## src/rtl/sqrt_bf16_arbiter_pkg.sv

```systemverilog
// Shared types and defaults for the bf16 square-root arbiter.
// Imported by the arbiter top and its round-robin sub-module.
package sqrt_arb_pkg;

    localparam int unsigned DEF_NREQ            = 4;
    localparam int unsigned DEF_MAX_OUTSTANDING = 4;

    typedef enum logic [1:0] {
        ACTIVE = 2'd0,
        DRAIN  = 2'd1,
        IDLE   = 2'd2
    } arb_state_t;

    typedef struct packed {
        logic        valid;
        logic [15:0] operand;
    } sqrt_req_t;

    typedef struct packed {
        logic        valid;
        logic [15:0] result;
    } sqrt_resp_t;

endpackage

```

## src/rtl/sqrt_bf16_arbiter_rr_arbiter.sv

```systemverilog
// Round-robin picker: first asserted request at or after the pointer, wrapping modulo NREQ.
// Purely combinational; the caller owns the pointer register.
module rr_arbiter
    import sqrt_arb_pkg::*;
#(
    parameter int unsigned NREQ = DEF_NREQ,
    parameter int unsigned IDW  = $clog2(NREQ)
) (
    input  logic [NREQ-1:0] req_i,
    input  logic [IDW-1:0]  ptr_i,
    input  logic            en_i,
    output logic [NREQ-1:0] gnt_o,
    output logic [IDW-1:0]  idx_o,
    output logic            valid_o
);

    logic [IDW:0] cand;
    logic         found;

    always_comb begin
        gnt_o = '0;
        idx_o = '0;
        found = 1'b0;
        cand  = '0;
        for (int unsigned i = 0; i < NREQ; i++) begin
            cand = {1'b0, ptr_i} + (IDW + 1)'(i);
            if (cand >= (IDW + 1)'(NREQ)) begin
                cand = cand - (IDW + 1)'(NREQ);
            end
            if (en_i && !found && req_i[cand[IDW-1:0]]) begin
                found                = 1'b1;
                gnt_o[cand[IDW-1:0]] = 1'b1;
                idx_o                = cand[IDW-1:0];
            end
        end
        valid_o = found;
    end

endmodule

```

## src/rtl/sqrt_bf16_arbiter.sv

```systemverilog
// Shares one in-order sqrt_bf16 core between NREQ requesters; an in-order tag FIFO
// steers each core result back to the requester that issued it.
module sqrt_bf16_arbiter
    import sqrt_arb_pkg::*;
#(
    parameter int unsigned NREQ            = DEF_NREQ,
    parameter int unsigned MAX_OUTSTANDING = DEF_MAX_OUTSTANDING,
    parameter int unsigned IDW             = $clog2(NREQ),
    localparam int unsigned CNTW           = $clog2(MAX_OUTSTANDING + 1)
) (
    input  logic                  CLK,
    input  logic                  RST,
    input  logic [NREQ-1:0]       req_valid,
    input  logic [NREQ-1:0][15:0] req_operand,
    output logic [NREQ-1:0]       req_ready,
    output logic [NREQ-1:0]       resp_valid,
    output logic [15:0]           resp_result,
    input  logic [NREQ-1:0]       resp_ready,
    output logic                  sq_valid_in,
    output logic [15:0]           sq_operand,
    input  logic                  sq_ready_in,
    input  logic                  sq_valid_out,
    input  logic [15:0]           sq_result,
    output logic                  sq_ready_out,
    input  logic                  drain,
    output logic                  idle,
    output logic [CNTW-1:0]       outstanding,
    output logic                  err_orphan
);

    localparam int unsigned     PTRW      = (MAX_OUTSTANDING > 1) ? $clog2(MAX_OUTSTANDING) : 1;
    localparam logic [PTRW-1:0] LAST_SLOT = PTRW'(MAX_OUTSTANDING - 1);
    localparam logic [CNTW-1:0] FULL_CNT  = CNTW'(MAX_OUTSTANDING);
    localparam logic [IDW-1:0]  LAST_REQ  = IDW'(NREQ - 1);

    arb_state_t      state_q, state_d;
    logic [IDW-1:0]  rr_q, rr_d;
    logic [IDW-1:0]  tag_q [MAX_OUTSTANDING];
    logic [PTRW-1:0] wr_ptr_q, wr_ptr_d;
    logic [PTRW-1:0] rd_ptr_q, rd_ptr_d;
    logic [CNTW-1:0] cnt_q, cnt_d;
    logic            err_orphan_q, err_orphan_d;

    sqrt_req_t       sq_req;
    sqrt_resp_t      sq_resp;

    logic            fifo_empty, fifo_full;
    logic            issue_en, push, pop;
    logic [NREQ-1:0] gnt;
    logic [IDW-1:0]  gnt_idx;
    logic            gnt_vld;
    logic [IDW-1:0]  head;

    assign fifo_empty = (cnt_q == '0);
    assign fifo_full  = (cnt_q == FULL_CNT);

    // drain blocks issue in the very cycle it is raised, not one cycle later
    assign issue_en = (state_q == ACTIVE) && !drain && sq_ready_in && !fifo_full;

    rr_arbiter #(
        .NREQ (NREQ),
        .IDW  (IDW)
    ) u_rr_arbiter (
        .req_i   (req_valid),
        .ptr_i   (rr_q),
        .en_i    (issue_en),
        .gnt_o   (gnt),
        .idx_o   (gnt_idx),
        .valid_o (gnt_vld)
    );

    // Request path: zero-cycle passthrough of the granted operand.
    always_comb begin
        sq_req.valid   = gnt_vld;
        sq_req.operand = gnt_vld ? req_operand[gnt_idx] : 16'h0000;
    end

    assign req_ready   = gnt;
    assign sq_valid_in = sq_req.valid;
    assign sq_operand  = sq_req.operand;
    assign push        = gnt_vld;

    // Response path: route the core result to the requester at the FIFO head.
    assign sq_resp.valid  = sq_valid_out;
    assign sq_resp.result = sq_result;
    assign head           = tag_q[rd_ptr_q];

    always_comb begin
        resp_valid = '0;
        if (sq_resp.valid && !fifo_empty) begin
            resp_valid[head] = 1'b1;
        end
    end

    assign resp_result  = sq_resp.result;
    assign sq_ready_out = !fifo_empty && resp_ready[head];
    assign pop          = sq_resp.valid && sq_ready_out;

    always_comb begin
        wr_ptr_d = wr_ptr_q;
        rd_ptr_d = rd_ptr_q;
        if (push) begin
            wr_ptr_d = (wr_ptr_q == LAST_SLOT) ? '0 : wr_ptr_q + 1'b1;
        end
        if (pop) begin
            rd_ptr_d = (rd_ptr_q == LAST_SLOT) ? '0 : rd_ptr_q + 1'b1;
        end
        cnt_d = cnt_q + CNTW'(push) - CNTW'(pop);
    end

    always_comb begin
        rr_d = rr_q;
        if (gnt_vld) begin
            rr_d = (gnt_idx == LAST_REQ) ? '0 : gnt_idx + 1'b1;
        end
    end

    assign err_orphan_d = err_orphan_q | (sq_resp.valid & fifo_empty);

    always_comb begin
        state_d = state_q;
        case (state_q)
            ACTIVE:  if (drain) state_d = DRAIN;
            DRAIN:   if (cnt_q == '0) state_d = IDLE;
            IDLE:    if (!drain) state_d = ACTIVE;
            default: state_d = ACTIVE;
        endcase
    end

    always_comb begin
        case (state_q)
            ACTIVE:  idle = fifo_empty && !(|req_valid);
            IDLE:    idle = 1'b1;
            default: idle = 1'b0;
        endcase
    end

    assign outstanding = cnt_q;
    assign err_orphan  = err_orphan_q;

    always_ff @(posedge CLK) begin
        if (RST) begin
            state_q      <= ACTIVE;
            rr_q         <= '0;
            wr_ptr_q     <= '0;
            rd_ptr_q     <= '0;
            cnt_q        <= '0;
            err_orphan_q <= 1'b0;
        end else begin
            state_q      <= state_d;
            rr_q         <= rr_d;
            wr_ptr_q     <= wr_ptr_d;
            rd_ptr_q     <= rd_ptr_d;
            cnt_q        <= cnt_d;
            err_orphan_q <= err_orphan_d;
        end
    end

    // Tag storage needs no reset; the count alone says which slots are live.
    always_ff @(posedge CLK) begin
        if (push) begin
            tag_q[wr_ptr_q] <= gnt_idx;
        end
    end

endmodule

```

## config.mk

```make
export PLATFORM = sky130hd
export DESIGN_NAME = sqrt_bf16_arbiter
export DESIGN_NICKNAME = d
export VERILOG_FILES = /design/src/rtl/sqrt_bf16_arbiter_pkg.sv /design/src/rtl/sqrt_bf16_arbiter_rr_arbiter.sv /design/src/rtl/sqrt_bf16_arbiter.sv
export SDC_FILE = /design/constraint.sdc
export NUM_CORES = 1
export LEC_CHECK = 0
export CAP_MARGIN = 30
export CORE_MARGIN = 1.5
export CORE_UTILIZATION = 40
export DETAILED_ROUTE_END_ITERATION = 6
export GPL_ROUTABILITY_DRIVEN = 0
export GPL_TIMING_DRIVEN = 0
export PLACE_DENSITY = 0.91
export SLEW_MARGIN = 20
export SYNTH_ARGS = -nofsm -noshare
export SYNTH_HDL_FRONTEND = slang
export SYNTH_HIERARCHICAL = 1
export SYNTH_SLANG_ARGS = --single-unit
```

## constraint.sdc

```tcl
create_clock -name CLK -period 11.1 [get_ports CLK]
set_input_delay 3.33 -clock CLK [delete_from_list [all_inputs] [get_ports CLK]]
set_output_delay 3.33 -clock CLK [all_outputs]
set_load 0.02 [all_outputs]
```

* Word-level counts from Yosys, hierarchy flattened
Memory sizes are Yosys's and may differ from the RTL's. A register that Yosys moved wholly into a read port is not among the register bits. Index checks and enable logic that the tools add are counted.
Cells by class: $add $sub $neg 12, order comparisons 15, eq/ne operators 9, mux-type cells 52, bitwise gates (word level) 5, reduce and logical (&&, ||, !) cells 30
Operators by type and width (number):
- $bmux 16 s2 | 1
- $mux 16 | 2
- $mux 2 | 16
- $mux 4 | 5
- $logic_and 1x1->1 | 19
- $lt 2x3->1 const B | 6
- $mux 1 | 16
- $or 4x4->4 | 3
- $bmux 1 s2 | 5
- $demux 1 s2 | 5
- $ge 2x1->1 const B | 5
- $ge 3x3->1 const B | 3
- $eq 2x2->1 const B | 4
- $sub 2x1->2 const B | 4
- $logic_not 1->1 | 7
- $add 2x1->2 const B | 3
- $add 2x2->3 const B | 2
- $ne 2x2->1 const B | 3
- $pmux 2 s3 | 1
- $reduce_or 4->1 | 1
- $add 2x1->3 const B | 1
- $add 3x1->3 | 1
- $eq 3x3->1 const B | 1
- $ge 2x3->1 const B | 1
- 8 further kinds | 8
Word-level totals: register bits 12, RAM bits 8, input bits 93, output and inout bits 47, logic and storage cells 130, memories kept 1
Memories:
- tag_q | depth 4, width 2, rd ports 1, clocked after Yosys merged registers in 1, write ports 1, RTL line sqrt_bf16_arbiter.sv:38 | logic [IDW-1:0] tag_q [MAX_OUTSTANDING];

* Longest topological paths before layout
Gate-level depths: netlist (run 1).
word-level depth 21, mapped depth 13, mapped depth without buffers 11

* Modules after synthesis
Netlist (run 1), hierarchy kept.
By module, submodules not included:
- sqrt_bf16_arbiter | times used 1, cells an instance 145, area an instance 1647.8 µm², sequential area each 520.5 µm²
- rr_arbiter | times used 1, cells an instance 66, area an instance 549.3 µm², sequential area each 0.0 µm²

* Least setup slack after synthesis (run 1)
OpenSTA, ideal clock, no wires.
path type input port to output port, start input port drain, end output port sq_operand[10], data arrival time 6.419 ns, data required time 7.770 ns, setup slack 1.351 ns, stages on the path 11, buffers on the path 3, path through or4b_2 > a21oi_1 > buf_1 > nand2_1 > nor4b_1 > o22ai_1 > o2bb2ai_1 > clkbuf_1 > clkbuf_1 > mux4_2 > and2_1
On the way: word-level cells in the longest chain between the ends 21, elaborated cells between the ends (all ways) 25, those cells by class 11 x mux; 14 x reduce/logical
RTL lines:
- from (decl) | RTL line sqrt_bf16_arbiter.sv:25 | input logic drain,
- $logic_not 1->1 (*)
- $logic_and 1x1->1 (*) (3 in a row) | RTL line sqrt_bf16_arbiter.sv:58 | assign issue_en = (state_q == ACTIVE) && !drain && sq_ready_in && !fifo_full;
- net issue_en | RTL line sqrt_bf16_arbiter.sv:48 | logic issue_en, push, pop;
- $logic_and 1x1->1 | RTL line sqrt_bf16_arbiter_rr_arbiter.sv:30 | if (en_i && !found && req_i[cand[IDW-1:0]]) begin
- $mux 1 | RTL line sqrt_bf16_arbiter_rr_arbiter.sv:30
- $logic_not 1->1 | RTL line sqrt_bf16_arbiter_rr_arbiter.sv:30
- $logic_and 1x1->1 (2 in a row) | RTL line sqrt_bf16_arbiter_rr_arbiter.sv:30
- $mux 1 | RTL line sqrt_bf16_arbiter_rr_arbiter.sv:30
- [3 not listed]
- $mux 1 | RTL line sqrt_bf16_arbiter_rr_arbiter.sv:30
- $logic_not 1->1 | RTL line sqrt_bf16_arbiter_rr_arbiter.sv:30
- $logic_and 1x1->1 (2 in a row) | RTL line sqrt_bf16_arbiter_rr_arbiter.sv:30
- $mux 2 (*) | RTL line sqrt_bf16_arbiter_rr_arbiter.sv:30
- net gnt_idx[1] | RTL line sqrt_bf16_arbiter.sv:50 | logic [IDW-1:0] gnt_idx;
- $bmux 16 s2 (*) | RTL line sqrt_bf16_arbiter.sv:75 | sq_req.operand = gnt_vld ? req_operand[gnt_idx] : 16'h0000;
- $mux 16 (not written as such) (*) | RTL line sqrt_bf16_arbiter.sv:75
- $mux 16 (*) | RTL line sqrt_bf16_arbiter.sv:75
- to (decl) | RTL line sqrt_bf16_arbiter.sv:20 | output logic [15:0] sq_operand,
The timed path passes the listed nets; every way through them passes the cells marked *. The select of a mux whose other input is x is not followed.

* Worst setup path in the final report (run 1)
start input port drain, end output port sq_operand[6]
Same word-level chain as after synthesis.

==> results.md, run 1 <==
- The most common library cell in the layout ignoring fill and taps is clkdlybuf4s50_1.
- TritonCTS built the clock tree.
- The area growth from synthesis to layout is 64.1%.
- The share of cells above drive strength 1 is 16.6%.
- After the last flow step, the layout net total stands at between 400 and 500.
- The worst setup path is captured at an output port.
- Leaving out fill and tap cells, the most frequent cells in the layout are clkdlybuf4s50_1 (123), and2_1 (20), mux4_2 (19).
- The largest net degree at the start of global routing is 14.
- The run finished with clean final reports.
- The die is slightly below 80 µm wide.
- The initialized floorplan defines 26 standard-cell rows.
- The transition time at the pin with the least slew margin is 0.674 ns.
- The iteration-0 DRC count of the detailed router is 76.
- In the routed layout, each cell is associated on average with a via count of 5.28.
- The number of max-slew violations in the final report is 0.
- In this run the tightest slew margin relative to its limit is 54.7%.
- The detailed-routing iteration count for the pre-antenna-repair pass is 4.
- The tightest min-delay check is of the reg -> reg type.
- The total number of vias is 2155.
- The warning count from the yosys run is 6.
- A synthesized cell averages around 10 µm².
- In this run, CTS created clock tree buffers numbering 3.
- The number of primary I/O pins is 140.
- Timing would allow up to 91.8 MHz.
- The arrival time of the worst setup path is 7.56 ns.
- In the final layout, the multi-input gates occupy between 1000 and 1500 µm².
- The number of global-route vias before repair was approximately 2200.
- The cell area reported after detailed placement is 3520 µm².
- Counting flops with an async set or reset pin after synthesis yields a share of 0%.
- CTS saw 22 sinks.
- The number of nets produced by synthesis is between 300 and 400.
- The number of setup buffers added after CTS is 0.
- Once detail routing completed, the nets flagged for antenna violations numbered 0.
- The number of antenna violations at the first check in global routing is 0.
- Of all nets on the critical path, the largest fanout is 10.
- The sequential cells in the finished layout cover a total of around 520 µm².
- The root buffer cell chosen for the clock tree is clkbuf_8.
- The worst clock skew is 0.00656 ns.
- Setup violations remaining at the end of the flow were counted as 0.
- The total track usage is 19.7%.
- 0 antenna diodes ended up in the layout.
- CTS built an H-tree with a depth of 1.
- The clock transition time at the flip-flop clock pins of the worst setup and hold paths is ~0.08 ns.
- The final hold violation count came to 0.
- The post-route cell area is 3600 µm².
- Power spread over the standard cell area amounts to around 120 nW/µm².
- The time the final worst path needs with I/O delays and setup is 10.89 ns.
- The worst setup path is of the in -> out kind.
- The clock passes through at most 2 buffers.
- The worst supply voltage drop on vdd is around 110 µV.
- In this run the tool buffered the top-level ports with 123 buffer cells.
- The tool flagged a number of max-cap violations equal to 0.
- For this run, the leading register cell type out of synthesis is dfxtp_1.
- In the routed design, unresolved DRC markers number 0.
- The global route total overflow is 0.
- Summing the sequential cell areas from Yosys gives 23.7% of the chip area.
- The number of flops mapped to enable cells by yosys is 8.
- The count of unique library cells instantiated by Yosys is 45.
- The cell area after synthesis is 2200 µm².
- The clock latency reported for the late side of the worst-skew pair is 0.27 ns.
- The area of the die is around 6000 µm².
- The wire-length estimate of the detail-placed layout is 4820 µm.
- The wire length of the first global-routing pass is slightly below 10000 µm.
- STA classifies the critical path startpoint as an input pin.
- The y dimension of the die is 77.1 µm.
- At the worst endpoint, the required time is 7.77 ns.
- The tightest hold path in the finished design has a slack of 0.492 ns.
- The filler cells instantiated in the layout total just under 400.
- The placeable core region is 5200 µm².
- After synthesis the netlist holds a flip-flop and latch count of 22.
- The number of cells produced by synthesis is 211.
- The sum of routed wire length over all layers is between 5000 and 6000 µm.
- Summed over all cells, the static leakage comes to approximately 0.0014 µW.
- The ratio of final minimum period to clock period is 98.1%.
- The routed length per instance is 14.6 µm.
- The initial core utilization is 42.2%.
## state kept, by name, summed over array words and instances (netlist names), named ones only
signal and cells:
err_orphan 1, outstanding 3, wr_ptr_q 2, rr_q 2, tag_q 8, rd_ptr_q 2
state_q 2
## area by class of cell
cell class                 count  area share (%)
clock inverter                 1           0.833
tap                           70            2.43
buffer                        27            5.14
multi-input combinational    150            40.6
inverter                      12            1.25
timing repair buffer         123            34.2
sequential                    22            14.4
clock buffer                   3            1.15
## worst max-delay path, stage by stage
cell             delay (ns)
clkdlybuf4s50_1        0.44
or4b_2                 0.62
a21oi_1                0.13
buf_1                  0.35
nand2_1                0.19
nor4b_2                0.44
o22ai_1                0.15
o2bb2ai_2              0.29
clkbuf_2               0.27
clkbuf_2               0.30
mux4_2                 0.33
and2_1                 0.18
clkdlybuf4s50_1        0.54
## routing by layer
layer | track usage, % | wire [µm] | vias up
li1 | - | - | 1015
met1 | 20.1 | 2170 | 1034
met2 | 40.7 | 3330 | 101
met3 | 3.69 | 411 | 5
met4 | 4.18 | 57 | 0
met5 | 0 | 0 | -
## through the flow
| stage | instances | TNS, ns | util [%] | total power, µW | worst slack, ns |
|---|---|---|---|---|---|
| finish | 408 | 0 | 69.3 | 436 | 0.206 |
| global placement | 404 | -1.40 | 67.5 | 351 | -0.164 |
| CTS | 408 | 0 | 69.1 | 437 | 0.111 |
| global route | 408 | -0.673 | 69.3 | 463 | -0.0852 |
| detailed placement | 404 | -2.52 | 67.5 | 361 | -0.266 |
| floorplan | 211 | 0 | - | 263 | 1.35 |
## synthesized netlist by cell type (5+ instances only)
cell type   n  area share (%)
clkbuf_1    5            0.85
edfxtp_1    8              11
mux2i_1    11             5.0
mux4_2     19              19
nand2_1    10             1.7
o2bb2ai_1   5             2.0
buf_4      16             5.5
dfxtp_1    14              13
ha_1       16             9.1
inv_1      12             2.0
and2_1     20             5.7
a21oi_1     9             2.0
nor2_1     15             2.6
## cell families after synthesis
group                      after synthesis  synth area share [%]
xor gates and xnor gates                 2                 0.797
and+or+nand+nor                         68                  17.3
AOI/OAI and AO/OA                       28                  8.66
DFF                                     22                  23.7
adders and majority gates               17                  10.0
muxes                                   35                  29.3
buffers and inverters                   39                  10.3
## power by group
part	leakage, µW	total, µW	switching [µW]	internal [µW]
clock network	0.0000357	75.6	27.3	48.2
logic	0.00114	248	115	133
registers	0.000193	112	14.6	97.5
total	0.00136	436	157	279
## final timing paths
kind	start	to	slack, ns	cells past startpoint
max	drain	sq_operand[6]	0.21	13
min reg2reg	err_orphan	err_orphan	0.49	2
max reg2reg	rr_q[1]	outstanding[2]	7.47	12
min	err_orphan	err_orphan	0.49	2
## repair_timing
item | in CTS | in global routing
cloned | 0 | 0
pin swaps | 0 | 0
setup endpoints to repair | 10 | 10
gates resized for setup | 3 | 2
hold buffers | 0 | 0
endpoints found under the hold margin | 0 | 0
Power figures use the tool's default switching activity.
==> run 2, diff against run 1 <==
HOLD_SLACK_MARGIN = 0.03   (was unset)
==> results of run 2 <==
The final DEF is identical to that of run 1; final timing and power are the same.
==> run 3, diff against run 2 <==
CORE_MARGIN = unset   (was 1.5)
SETUP_SLACK_MARGIN = 0.3   (was unset)
==> results.md, run 3 (same netlist as run 1, synthesis figures left out) <==
- Derived from the worst setup path, the maximum achievable clock frequency is between 90 and 100 MHz.
- CTS built an H-tree with a depth of 1.
- The number of max-slew violations in the final report is 0.
- The number of cells after detailed placement is ~400.
- The power consumption is slightly above 400 µW.
- In this run the remaining antenna-violating nets after routing total 0.
- The initial core utilization is 42.2%.
- The first global-routing pass estimated ~9400 µm of wire.
- The net count of the finished layout is 449.
- The width of the die is between 70 and 80 µm.
- The cell area reported after detailed placement is 3520 µm².
- The minimum hold slack is between 0.4 and 0.5 ns.
- The post-route netlist has between 15 and 20% of its cells at a drive strength greater than 1.
- The clock transition time at the flip-flop clock pins of the worst setup and hold paths is roughly 0.07 ns.
- Clock tree synthesis selected as its root buffer the cell clkbuf_8.
- The normalized max-slew margin is between 50% and 60%.
- The estimated wirelength of the detail-placed design is 4850 µm.
- The cts-stage hold buffer count is 0.
- The area of the die is 5790 µm².
- Setup violations remaining at the end of the flow were counted as 0.
- Relative to the synthesized area, the layout overhead comes to 63.4%.
- The post-CTS setup-driven buffer insertion count is 0.
- The time the final worst path needs with I/O delays and setup is 10.60 ns.
- In the layout the commonest cells are clkdlybuf4s50_1 (123), and2_1 (20), mux4_2 (19).
- The placeable core region is about 5200 µm².
- For this run, the detailed router's first-pass iteration total came to 4.
- The worst-case IR drop observed on VDD is 95.8 µV.
- Data on the critical path is required at its endpoint by about 7.8 ns.
- The critical path class is in -> out.
- The flow ran to the end, and the final reports show no timing, DRC or antenna violations.
- Measured along the y axis, the die boundary spans 76.1 µm.
- The placement row count is 26.
- The number of flip-flops in the largest register is 8.
- Counting the buffers created by CTS gives 3.
- For this run, design rule violations remaining after detail routing come to 0.
- During I/O placement, the number of pins put on the boundary was 140.
- The sort of element at the start of the critical path is an input pin.
- In this run the tool buffered the top-level ports with between 100 and 150 buffer cells.
- The post-route cell area is 3590 µm².
- The diode insertion count for antenna repair is 0.
- The clock latency reported for the late side of the worst-skew pair is about 0.26 ns.
- The number of antenna violations at the first check in global routing is 0.
- The power per cell area is 114 nW/µm².
- The highest net fanout along the worst path is 10.
- The largest net degree at the start of global routing is 13.
- In this run the deepest clock path goes through 2 buffers.
- Using the TritonRoute via totals, the vias-per-cell ratio works out to between 5 and 6.
- The total track usage is 20.1%.
- The routed length per instance is 14.0 µm.
- The most common library cell in the layout ignoring fill and taps is clkdlybuf4s50_1.
- The worst hold path belongs to the class reg -> reg.
- The leakage dissipation is 0.00136 µW.
- The worst clock skew is 0.00123 ns.
- The final hold violation count was 0.
- For this block, the initial DRC count from the detailed router was 47.
- For this design, the sink count on the clock tree is 22.
- The number of global-route vias before repair was 2189.
- STA classifies the critical path endpoint as an output port.
- The TritonCTS clock tree is yes.
- The final cell count without fillers is 408.
- For this run the aggregate overflow at the end of global routing stands at 0.
- Setup repair after global routing left no endpoint under its margin.
- The arrival time of the worst setup path is 7.27 ns.
- The total number of vias is roughly 2100.
- The worst path uses 95.5% of the clock period.
- Across the run, the number of max-cap violations was 0.
- The largest register by flop count is tag_q.
- The sum of routed wire length over all layers is roughly 5700 µm.
- For the pin with the worst max-slew slack, the measured transition is between 0.6 and 0.7 ns.
- Cells fill 69.0% of the core in the end.
[run 3: changes by cell type in the layout (fill, tap and decap cells not counted), sizes merged]
cell / before / now
buf: 21 / 22
bufinv: 1 / 0
[run 3: power breakdown]
| part | leakage (µW) | total (µW) | internal, µW | switching [µW] |
|---|---|---|---|---|
| registers | 0.000193 | 111 | 97.6 | 13.9 |
| logic | 0.00115 | 247 | 134 | 113 |
| clock network | 0.0000228 | 49.3 | 25.5 | 23.8 |
[run 3: through the flow]
stage | TNS (ns) | worst slack [ns]
floorplan | 0 | 1.35
global placement | -1.48 | -0.176
detailed placement | -2.62 | -0.304
CTS | 0 | 0.420
global route | 0 | 0.316
finish | 0 | 0.497
[run 3: layout make-up]
cell class	count	area (µm²)
Tap cell	70	87.6
Multi-Input combinational cell	150	1470
Sequential cell	22	520
Timing Repair Buffer	123	1230
Inverter	12	45.0
Fill cell	395	1610
Buffer	27	189
Clock buffer	4	45.0
[run 3: layer usage]
metal | GRT usage (%) | vias up | part of all wire, %
met5 | 0 | - | 0
met4 | 5.96 | 0 | 1.8
met3 | 5.03 | 10 | 7.2
met2 | 40.1 | 108 | 56
met1 | 20.2 | 993 | 35
li1 | - | 1016 | -
[run 3: final timing paths]
kind                                       end  slack (ns)       start  depth (start not counted)
worst max register to register  outstanding[2]        7.45     rr_q[1]                         12
worst min register to register      err_orphan        0.50  err_orphan                          2
worst min-delay path                err_orphan        0.50  err_orphan                          2
worst max-delay path            sq_operand[13]        0.50       drain                         13
[run 3: what timing repair did]
item,in CTS,in global routing
gates resized for setup,6,3
pin swaps,0,0
endpoints found under the setup margin,16,10
endpoints found under the hold margin,0,0
[run 3: worst max-delay path: stages]
cell,delay (ns)
clkdlybuf4s50_1,0.44
or4b_2,0.62
a21oi_1,0.13
buf_2,0.23
nand2_1,0.14
nor4b_4,0.37
o22ai_1,0.14
o2bb2ai_2,0.29
clkbuf_2,0.27
clkbuf_4,0.25
mux4_2,0.33
and2_1,0.17
clkdlybuf4s50_1,0.54
==> edit, RTL diff (settings of run 3) <==
`DEF_MAX_OUTSTANDING`: 4 -> 2.
--- a/src/rtl/sqrt_bf16_arbiter_pkg.sv
+++ b/src/rtl/sqrt_bf16_arbiter_pkg.sv
@@ -5,3 +5,3 @@
     localparam int unsigned DEF_NREQ            = 4;
-    localparam int unsigned DEF_MAX_OUTSTANDING = 4;
+    localparam int unsigned DEF_MAX_OUTSTANDING = 2;
 
Interface: changed (resized outstanding); port bits go from 140 to 139. The function was not compared with the original's and may differ.
==> edit against run 3 <==
- synthesized area decreased by 17%
- cell area decreased by 12%
- sequential share of layout area decreased by 4.3 points
- global-route usage increased by 1.0 points
- count of clock-buffer cells in the layout decreased by 1
- worst setup slack improved by 0.094 ns
- total power decreased by 27%
- routed wire length decreased by 9.3%
- sequential cell count decreased by 8
- critical endpoint is now sq_operand[6]
- largest power group unchanged
==> edit: results (changes against run 3) <==
- Status: finished, final reports clean
- FF-to-FF End: tag_q[1][1]
- Max stage delay on crit path: 0.54 ns (-0.08 ns)
- DP Worst Slack: 0.211 ns (+0.515 ns)
- Placed Area: 0.00310 mm^2 (-12%)
- Syn nets: 288 (-10%)
- Syn Inst Count: 184 (-13%)
- Detailed placement HPWL: 4.36 mm (-10%)
- Multiplexer share of the synthesized area: 33.3% (+4.0 points)
- CTS HTree Levels: 1 (unchanged)
- Met1 Use GR: 24.0% (+3.8 points)
- Vias in the first global route: 1896 (-13%)
- WP data arrival: 7.18 ns (-0.09 ns)
- Drt total wl: 5.19 mm (-9.3%)
- EDFF count, synth: 4 (-4)
- Wirelength per Cell: 14.4 um (+2.5%)
- Synth Flop Type: dfxtp_1
- First-pass GRT wire length: 8.29 mm (-12%)
- Detail Route met3 WL: 331 um (-19%)
- Synth unique cells: 41 (-8.9%)
- P_leak: 0.00119 uW (-12%)
- Critical Path Slowest Stage Cell: clkdlybuf4s50_1
- # placed instances: 357 (-12%)
- Met2 WL: 2.82 mm (-12%)
- Clk buf depth: 2 (unchanged)
- # nets final: 414 (-7.8%)
- Via density: 5.21 (about the same)
- Share of cells above drive strength 1: 17.8% (+1.2 points)
- Setup slack, reg-to-reg: 7.80 ns (+0.35 ns)
- Met2 global-route usage: 40.0% (-0.069 points)
- Number of flip-flops in the largest register: 4 (-4)
- Peak VDD IR: 0.0000473 V (-51%)
- Worst-case reg-to-reg path depth: 8 (-4)
- Adder-cell share of the synthesized area: 7.53% (-2.5 points)
- Final worst path period need: 10.51 ns (-0.0936 ns)
- Max Clock Skew: 0.000619 ns (-0.000614 ns)
- Worst slew pin tran: 0.478 ns (-0.140 ns)
- Wire length on met1: 1.99 mm (-1.2%)
- WHS: 0.498 ns (+0.00240 ns)
- Synth top cells by count: 19 x mux4_2, 17 x and2_1, 17 x buf_4
- Register name with the most flops: tag_q
- Initial antenna violation count: 0 (unchanged)
- Global Route Usage Sum: 21.1% (+1.0 points)
- GRT met3 Usage: 4.36% (-0.67 points)
- Starting DRT DRC Count: 31 (-34%)
- Port buffer count: 121 (-1.6%)
- Compound-Gate Fraction of Synth Area: 9.73% (+1.1 points)
- Post-Synth XOR/XNOR Area: 1.44% (+0.64 points)
- # Post-CTS Setup Buffers: 0 (unchanged)
-- edit: final cells by class --
cell class | instances | area [um^2]
buffer | 27 | 186
clock buffer | 3 | 41.3
clock inverter | 1 | 3.75
fill | 324 | 1230
inverter | 7 | 26.3
multi-input combinational | 136 | 1300
sequential | 14 | 320
tap | 52 | 65.1
timing repair buffer | 121 | 1210
-- edit: worst register-to-register path, cell delays in order, from the launching register on --
cell and delay (ns):
dfxtp_1 0.57, inv_1 0.24, ha_1 0.32, buf_2 0.20, mux4_1 0.64, or2_4 0.26
o31a_1 0.33, clkbuf_1 0.25, and2_1 0.24
-- edit: kinds of logic after synthesis --
group,after synthesis
buf+inv,34
flops,14
compound gates,26
mux,33
fa+ha+maj,11
simple gates,63
xor+xnor,3
-- edit: report_power, final --
part	total, uW	internal (uW)	switching, uW	leakage (uW)
Combinational	185	103	82.1	0.00105
Clock	42.5	24.5	18.0	0.0000231
Sequential	69.2	61.3	7.93	0.000120
Total	297	189	108	0.00119
